### src/rtl/cursor_pkg.sv
// Shared types and constants for the mouse cursor tracker.
package cursor_pkg;

  typedef enum logic {
    IDLE  = 1'b0,
    APPLY = 1'b1
  } state_t;

  localparam int DEF_SCREEN_W = 640;
  localparam int DEF_SCREEN_H = 480;
  localparam int POS_W        = 10;

  localparam int ACC_W   = 11;
  localparam int ACC_MAX = 1023;
  localparam int ACC_MIN = -1024;

  function automatic int clamp(input int v, input int lo, input int hi);
    if (v < lo) return lo;
    if (v > hi) return hi;
    return v;
  endfunction

endpackage

### src/rtl/edge_sync.sv
// Two-flop synchronizer for an asynchronous level, plus a rising-edge pulse.
module edge_sync (
  input  logic Clk,
  input  logic Reset,
  input  logic async_in,
  output logic pulse
);

  logic [2:0] sync_q;

  always_ff @(posedge Clk or negedge Reset) begin
    if (!Reset) sync_q <= '0;
    else        sync_q <= {sync_q[1:0], async_in};
  end

  // sync_q[2] only remembers the previous synchronized level for edge detect
  assign pulse = sync_q[1] & ~sync_q[2];

endmodule

### src/rtl/cursor_tracker.sv
// Accumulates mouse motion, applies it once per frame to a clamped cursor position.
// Shot counter with fire/reload is built only when CURSOR_SHOTS_EN is defined.
module cursor_tracker
  import cursor_pkg::*;
#(
  parameter int SCREEN_W    = DEF_SCREEN_W,
  parameter int SCREEN_H    = DEF_SCREEN_H,
  parameter int CURSOR_SIZE = 4,
  parameter int START_X     = 320,
  parameter int START_Y     = 240,
  parameter int MAX_SHOTS   = 3
) (
  input  logic       Clk,
  input  logic       Reset,
  input  logic       frame_clk,
  input  logic       report_valid,
  output logic       report_ready,
  input  logic [7:0] report_dx,
  input  logic [7:0] report_dy,
  input  logic [7:0] report_buttons,
  input  logic       reload,
  output logic [9:0] BallX,
  output logic [9:0] BallY,
  output logic [9:0] Ball_size,
  output logic [7:0] MouseButtons,
  output logic [1:0] shot_count,
  output logic       shot_fire
);

  logic frame_edge;
  logic xfer;
  state_t state;
  logic signed [ACC_W-1:0] acc_x, acc_y;
  logic signed [ACC_W-1:0] acc_x_nxt, acc_y_nxt;

  edge_sync u_frame_sync (
    .Clk      (Clk),
    .Reset    (Reset),
    .async_in (frame_clk),
    .pulse    (frame_edge)
  );

  assign xfer      = report_valid & report_ready;
  assign Ball_size = POS_W'(CURSOR_SIZE);

  // Screen Y grows downward while mouse dy is positive-up, hence the subtraction.
  always_comb begin
    acc_x_nxt = acc_x;
    acc_y_nxt = acc_y;
    if (xfer) begin
      acc_x_nxt = ACC_W'(clamp(int'(acc_x) + int'($signed(report_dx)), ACC_MIN, ACC_MAX));
      acc_y_nxt = ACC_W'(clamp(int'(acc_y) - int'($signed(report_dy)), ACC_MIN, ACC_MAX));
    end
  end

  always_ff @(posedge Clk or negedge Reset) begin
    if (!Reset) begin
      state        <= IDLE;
      report_ready <= 1'b1;
      acc_x        <= '0;
      acc_y        <= '0;
      BallX        <= POS_W'(START_X);
      BallY        <= POS_W'(START_Y);
      MouseButtons <= '0;
    end else begin
      case (state)
        IDLE: begin
          acc_x <= acc_x_nxt;
          acc_y <= acc_y_nxt;
          if (xfer) MouseButtons <= report_buttons;
          if (frame_edge) begin
            state        <= APPLY;
            report_ready <= 1'b0;
          end
        end
        APPLY: begin
          BallX <= POS_W'(clamp(int'({2'b00, BallX}) + int'(acc_x),
                                CURSOR_SIZE, SCREEN_W - 1 - CURSOR_SIZE));
          BallY <= POS_W'(clamp(int'({2'b00, BallY}) + int'(acc_y),
                                CURSOR_SIZE, SCREEN_H - 1 - CURSOR_SIZE));
          acc_x        <= '0;
          acc_y        <= '0;
          state        <= IDLE;
          report_ready <= 1'b1;
        end
        default: begin
          state        <= IDLE;
          report_ready <= 1'b1;
        end
      endcase
    end
  end

`ifdef CURSOR_SHOTS_EN
  logic fire_edge;

  // MouseButtons still holds the previous accepted report when the new one transfers
  assign fire_edge = xfer & report_buttons[1] & ~MouseButtons[1];

  always_ff @(posedge Clk or negedge Reset) begin
    if (!Reset) begin
      shot_count <= '0;
      shot_fire  <= 1'b0;
    end else begin
      shot_fire <= 1'b0;
      if (reload) begin
        shot_count <= '0;
      end else if (fire_edge && (shot_count < 2'(MAX_SHOTS))) begin
        shot_count <= shot_count + 2'd1;
        shot_fire  <= 1'b1;
      end
    end
  end
`else
  logic unused_reload;
  assign unused_reload = reload;
  assign shot_count    = '0;
  assign shot_fire     = 1'b0;
`endif

endmodule

### config.mk
export PLATFORM = sky130hd
export DESIGN_NAME = cursor_tracker
export DESIGN_NICKNAME = d
export VERILOG_FILES = /design/src/rtl/cursor_pkg.sv /design/src/rtl/edge_sync.sv /design/src/rtl/cursor_tracker.sv
export SDC_FILE = /design/constraint.sdc
export NUM_CORES = 1
export LEC_CHECK = 0
export CORE_ASPECT_RATIO = 1.4
export CORE_UTILIZATION = 34
export DETAILED_ROUTE_END_ITERATION = 10
export GPL_ROUTABILITY_DRIVEN = 1
export GPL_TIMING_DRIVEN = 0
export MAX_ROUTING_LAYER = met4
export SETUP_SLACK_MARGIN = 0.05
export SYNTH_ARGS = -nofsm -noshare
export SYNTH_HDL_FRONTEND = slang
export SYNTH_SLANG_ARGS = --single-unit
export TNS_END_PERCENT = 10
### constraint.sdc
create_clock -name Clk -period 7.6 [get_ports Clk]
set_input_delay 1.9 -clock Clk [delete_from_list [all_inputs] [get_ports Clk]]
set_output_delay 1.9 -clock Clk [all_outputs]
set_load 0.01 [all_outputs]
==> results by group, run 1 <==
Clock network
  • Cts bufs inserted: 5
  • H-tree Lvls: 2
  • Clk pin slew, worst setup/hold paths: 0.08 ns
  • Worst skew pair latency: 0.30 ns
  • Clk root buf: clkbuf_16
  • Clk sink count: 55
  • Post-CTS setup buffers: 0
  • Cts hold-fix bufs: 0
  • TritonCTS clock tree: yes
  • CTS Buffer Depth: 2
  • Post-CTS sizing: 0

Setup path
  • Reg2reg path depth: 11
  • Worst path bufs/invs: 2
  • Reg2reg setup slack: 4.39 ns
  • Crit path cell chain: clkdlybuf4s50_1 > ha_1 > inv_1 > fa_1 > nor2b_1 > o21ai_0 > a21boi_0 > o221ai_1 > nand2b_1 > nor3_1 > a31oi_1 > o311ai_0
  • Reg2reg end: acc_x[2]
  • Worst Path Max Fanout: 10
  • Crit Path Class: in -> reg
  • CP top delay family: compound AO/OA/AOI/OAI gates
  • Crit path from: report_dx[0]
  • Max incr delay on CP: 0.78 ns
  • Worst EP arrival: 5.02 ns
  • Worst r2r src: acc_x[0]
  • Slowest cell on the critical path: a31oi_1
  • Startpoint types: input pin
  • CP required: 7.70 ns
  • Critical Path End Type: register

Floorplan
  • Die height: 139 µm
  • I/O Pins: 71
  • Die area: 0.0140 mm²
  • Die X: 100 µm
  • Starting density of the core: 0.353
  • Row Count: 49
  • Core Box Area: 0.0130 mm²

Placement
  • Input/output buffers: 56
  • Hpwl dp: 9.30 mm
  • GP Congestion: 0.883

Final layout
  • Fillers: 1,328
  • Core Util, Final: 0.430
  • Ant. Diodes: 0
  • Share of layout cells above drive strength 1: 0.109
  • Commonest non-fill, non-tap cells in the layout: 55 x clkdlybuf4s50_1, 54 x nand2_1, 48 x dfrtp_1
  • Fin nets: 669
  • Area taken by multi-input logic gates: 0.00296 mm²
  • Register area: 0.00139 mm²
  • Synth-to-Final Area Change: 22.0%
  • Most common cell after layout, fill and taps aside: clkdlybuf4s50_1

Timing
  • Hold slack: 0.356 ns
  • Fmax: 203 MHz
  • Rel. slew slack: 0.324
  • Post-route setup TNS: 0 ns
  • Setup Viol. Count Final: 0
  • Final Cycle Share: 0.647
  • Final hold vios: 0
  • Worst-margin pin slew: 1.01 ns
  • Worst clock skew: 0.00640 ns
  • Pins Over Slew Limit: 0
  • RSZ-0062 raised after global routing: false
  • Post-layout min period: 4.92 ns

GRT
  • Vias in the first global route: 3,883
  • Largest net degree at the start of global routing: 39
  • First-pass GRT wire length: 19.1 mm
  • Initial antenna violation count: 0
  • All-layer global routing usage: 0.176
  • Grt ovf: 0

Route
  • First-iteration detailed-routing DRC count: 156
  • First-pass DRT Iterations: 4
  • DRT Wirelength: 11.7 mm
  • Vias: 4,068
  • DR WL/cell: 15.1 µm
  • Vias/cell: 5.26
  • DRC Markers: 0
  • Final ANT Viol Nets: 0

Hold path
  • Hold endpoint: u_frame_sync.sync_q[1]
  • Worst Min Path Start: u_frame_sync.sync_q[0]
  • Worst min path class: reg -> reg
  • Hold Path Stages: 0

Power
  • Power per cell area: 455 mW/mm²
  • Switching Share: 0.463
  • Worst vdd ir: 0.170 mV
  • Lkg Pwr: 2.52 nW
  • Share of total power in the clock network: 0.106
  • Sw power: 0.00118 W
  • Combinational power share: 0.681
  • Total Power: 0.00255 W
  • Flop pwr share: 0.213
  • Internal: 0.00137 W

Synth
  • Synthesized area: 0.00458 mm²
  • Leading area contributor after synthesis: dfrtp_1
  • Top cell type's share of synthesized area: 0.262
  • Syn Inst Count: 519
  • EDFF count, synth: 0
  • Syn_area_per_cell: 8.83 µm²
  • Asr flop ratio synth: 1.00
  • Synth unique cells: 81
  • Ys Warns: 0
  • Seq/Total Area, Yosys: 0.302
  • Dominant synthesized flop cell: dfrtp_1
  • Dominant cells by area after synthesis: dfrtp_1 26%, ha_1 11%, nand2_1 4.4%
  • Register bit total from synthesis: 55

Job
  • Maxcap violations: 0

Outcome
  • Status: completed
==> flip-flops by register name, summed over array words and instances, names as in the netlist <==
signal               flops
acc_x                   11
acc_y                   11
state                    1
BallX                   10
u_frame_sync.sync_q      3
BallY                   10
report_ready             1
MouseButtons             8
==> synth_stat cells, types with 4 or more instances <==
cell type  count
nor2b_1       10
a211oi_1       5
a21o_1         9
o21bai_1       4
nand2_1       54
dfstp_2        7
nor3_1        14
o211ai_1      15
buf_4         13
a22o_1         5
nand3_1        6
ha_1          42
or3_1          4
clkbuf_1       6
xnor2_1       16
fa_1           4
inv_1         31
and3_1         5
a21oi_1       28
dfrtp_1       48
nand2b_1       9
a31oi_1        6
xor2_1         7
o21a_1         7
o21ai_0       33
nor2_1        41
a211o_1        6
or2_2          4
==> worst max path at each step <==
stage,end,cells after the start
4_1_cts,acc_x[2],12
3_3_place_gp,acc_x[4],12
3_5_place_dp,acc_x[2],12
6_report,acc_x[2],12
5_1_grt,acc_x[2],12
2_1_floorplan,acc_y[9],11
==> per-layer routing <==
layer	up-vias	track usage	part of all wire
met3	9	0.0191	0.022
met1	1971	0.206	0.43
met5	-	-	0
li1	2022	-	-
met2	66	0.316	0.53
met4	0	0.0450	0.014
==> layout make-up <==
type                            instances  area share
Multi-Input combinational cell        419       0.529
Sequential cell                        55       0.248
Timing Repair Buffer                   57       0.103
Tap cell                              178      0.0398
Buffer                                 23      0.0284
Clock buffer                            5      0.0224
Inverter                               33      0.0221
Clock inverter                          3     0.00783
==> metrics by stage <==
step                      cell area [µm²]  cells  setup WS, ns
after global routing                 5590    773          2.42
final                                5590    773          2.68
after floorplan                      4630    530          3.47
after detailed placement             5420    765          2.39
after CTS                            5590    773          2.69
after global placement               5410    764          2.44
==> power by group through the flow <==
stage               combinational (W)  clock [W]  sequential, W
floorplan                     0.00128          0       0.000534
global placement              0.00169          0       0.000552
detailed placement            0.00172          0       0.000553
CTS                           0.00173   0.000279       0.000547
global route                  0.00193   0.000290       0.000559
finish                        0.00173   0.000269       0.000543
==> cells by family after synthesis <==
| logic type | after synthesis | synth area share |
|---|---|---|
| simple gates | 173 | 0.192 |
| compound gates | 164 | 0.267 |
| buf+inv | 56 | 0.0617 |
| flops | 55 | 0.302 |
| fa+ha+maj | 46 | 0.132 |
| xor+xnor | 23 | 0.0439 |
| other cells | 2 | 0.00164 |
No activity file was read; power rests on OpenSTA's default activity.
==> run 2, diff against run 1 <==
==> constraint.sdc (replaced) <==
create_clock -name Clk -period 5.2 [get_ports Clk]
set_input_delay 1.3 -clock Clk [delete_from_list [all_inputs] [get_ports Clk]]
set_output_delay 1.3 -clock Clk [all_outputs]
set_load 0.01 [all_outputs]
==> results of run 2 <==
Same layout as run 1 (identical final DEF). Status: completed.
Main changes from that run: setup slack after placement 2.39 ns -> 0.593 ns; setup slack after layout 2.68 ns -> 0.880 ns; register-to-register setup slack 4.39 ns -> 1.99 ns; total power 0.00255 W -> 0.00372 W; worst IR drop on VDD 0.170 mV -> 0.248 mV
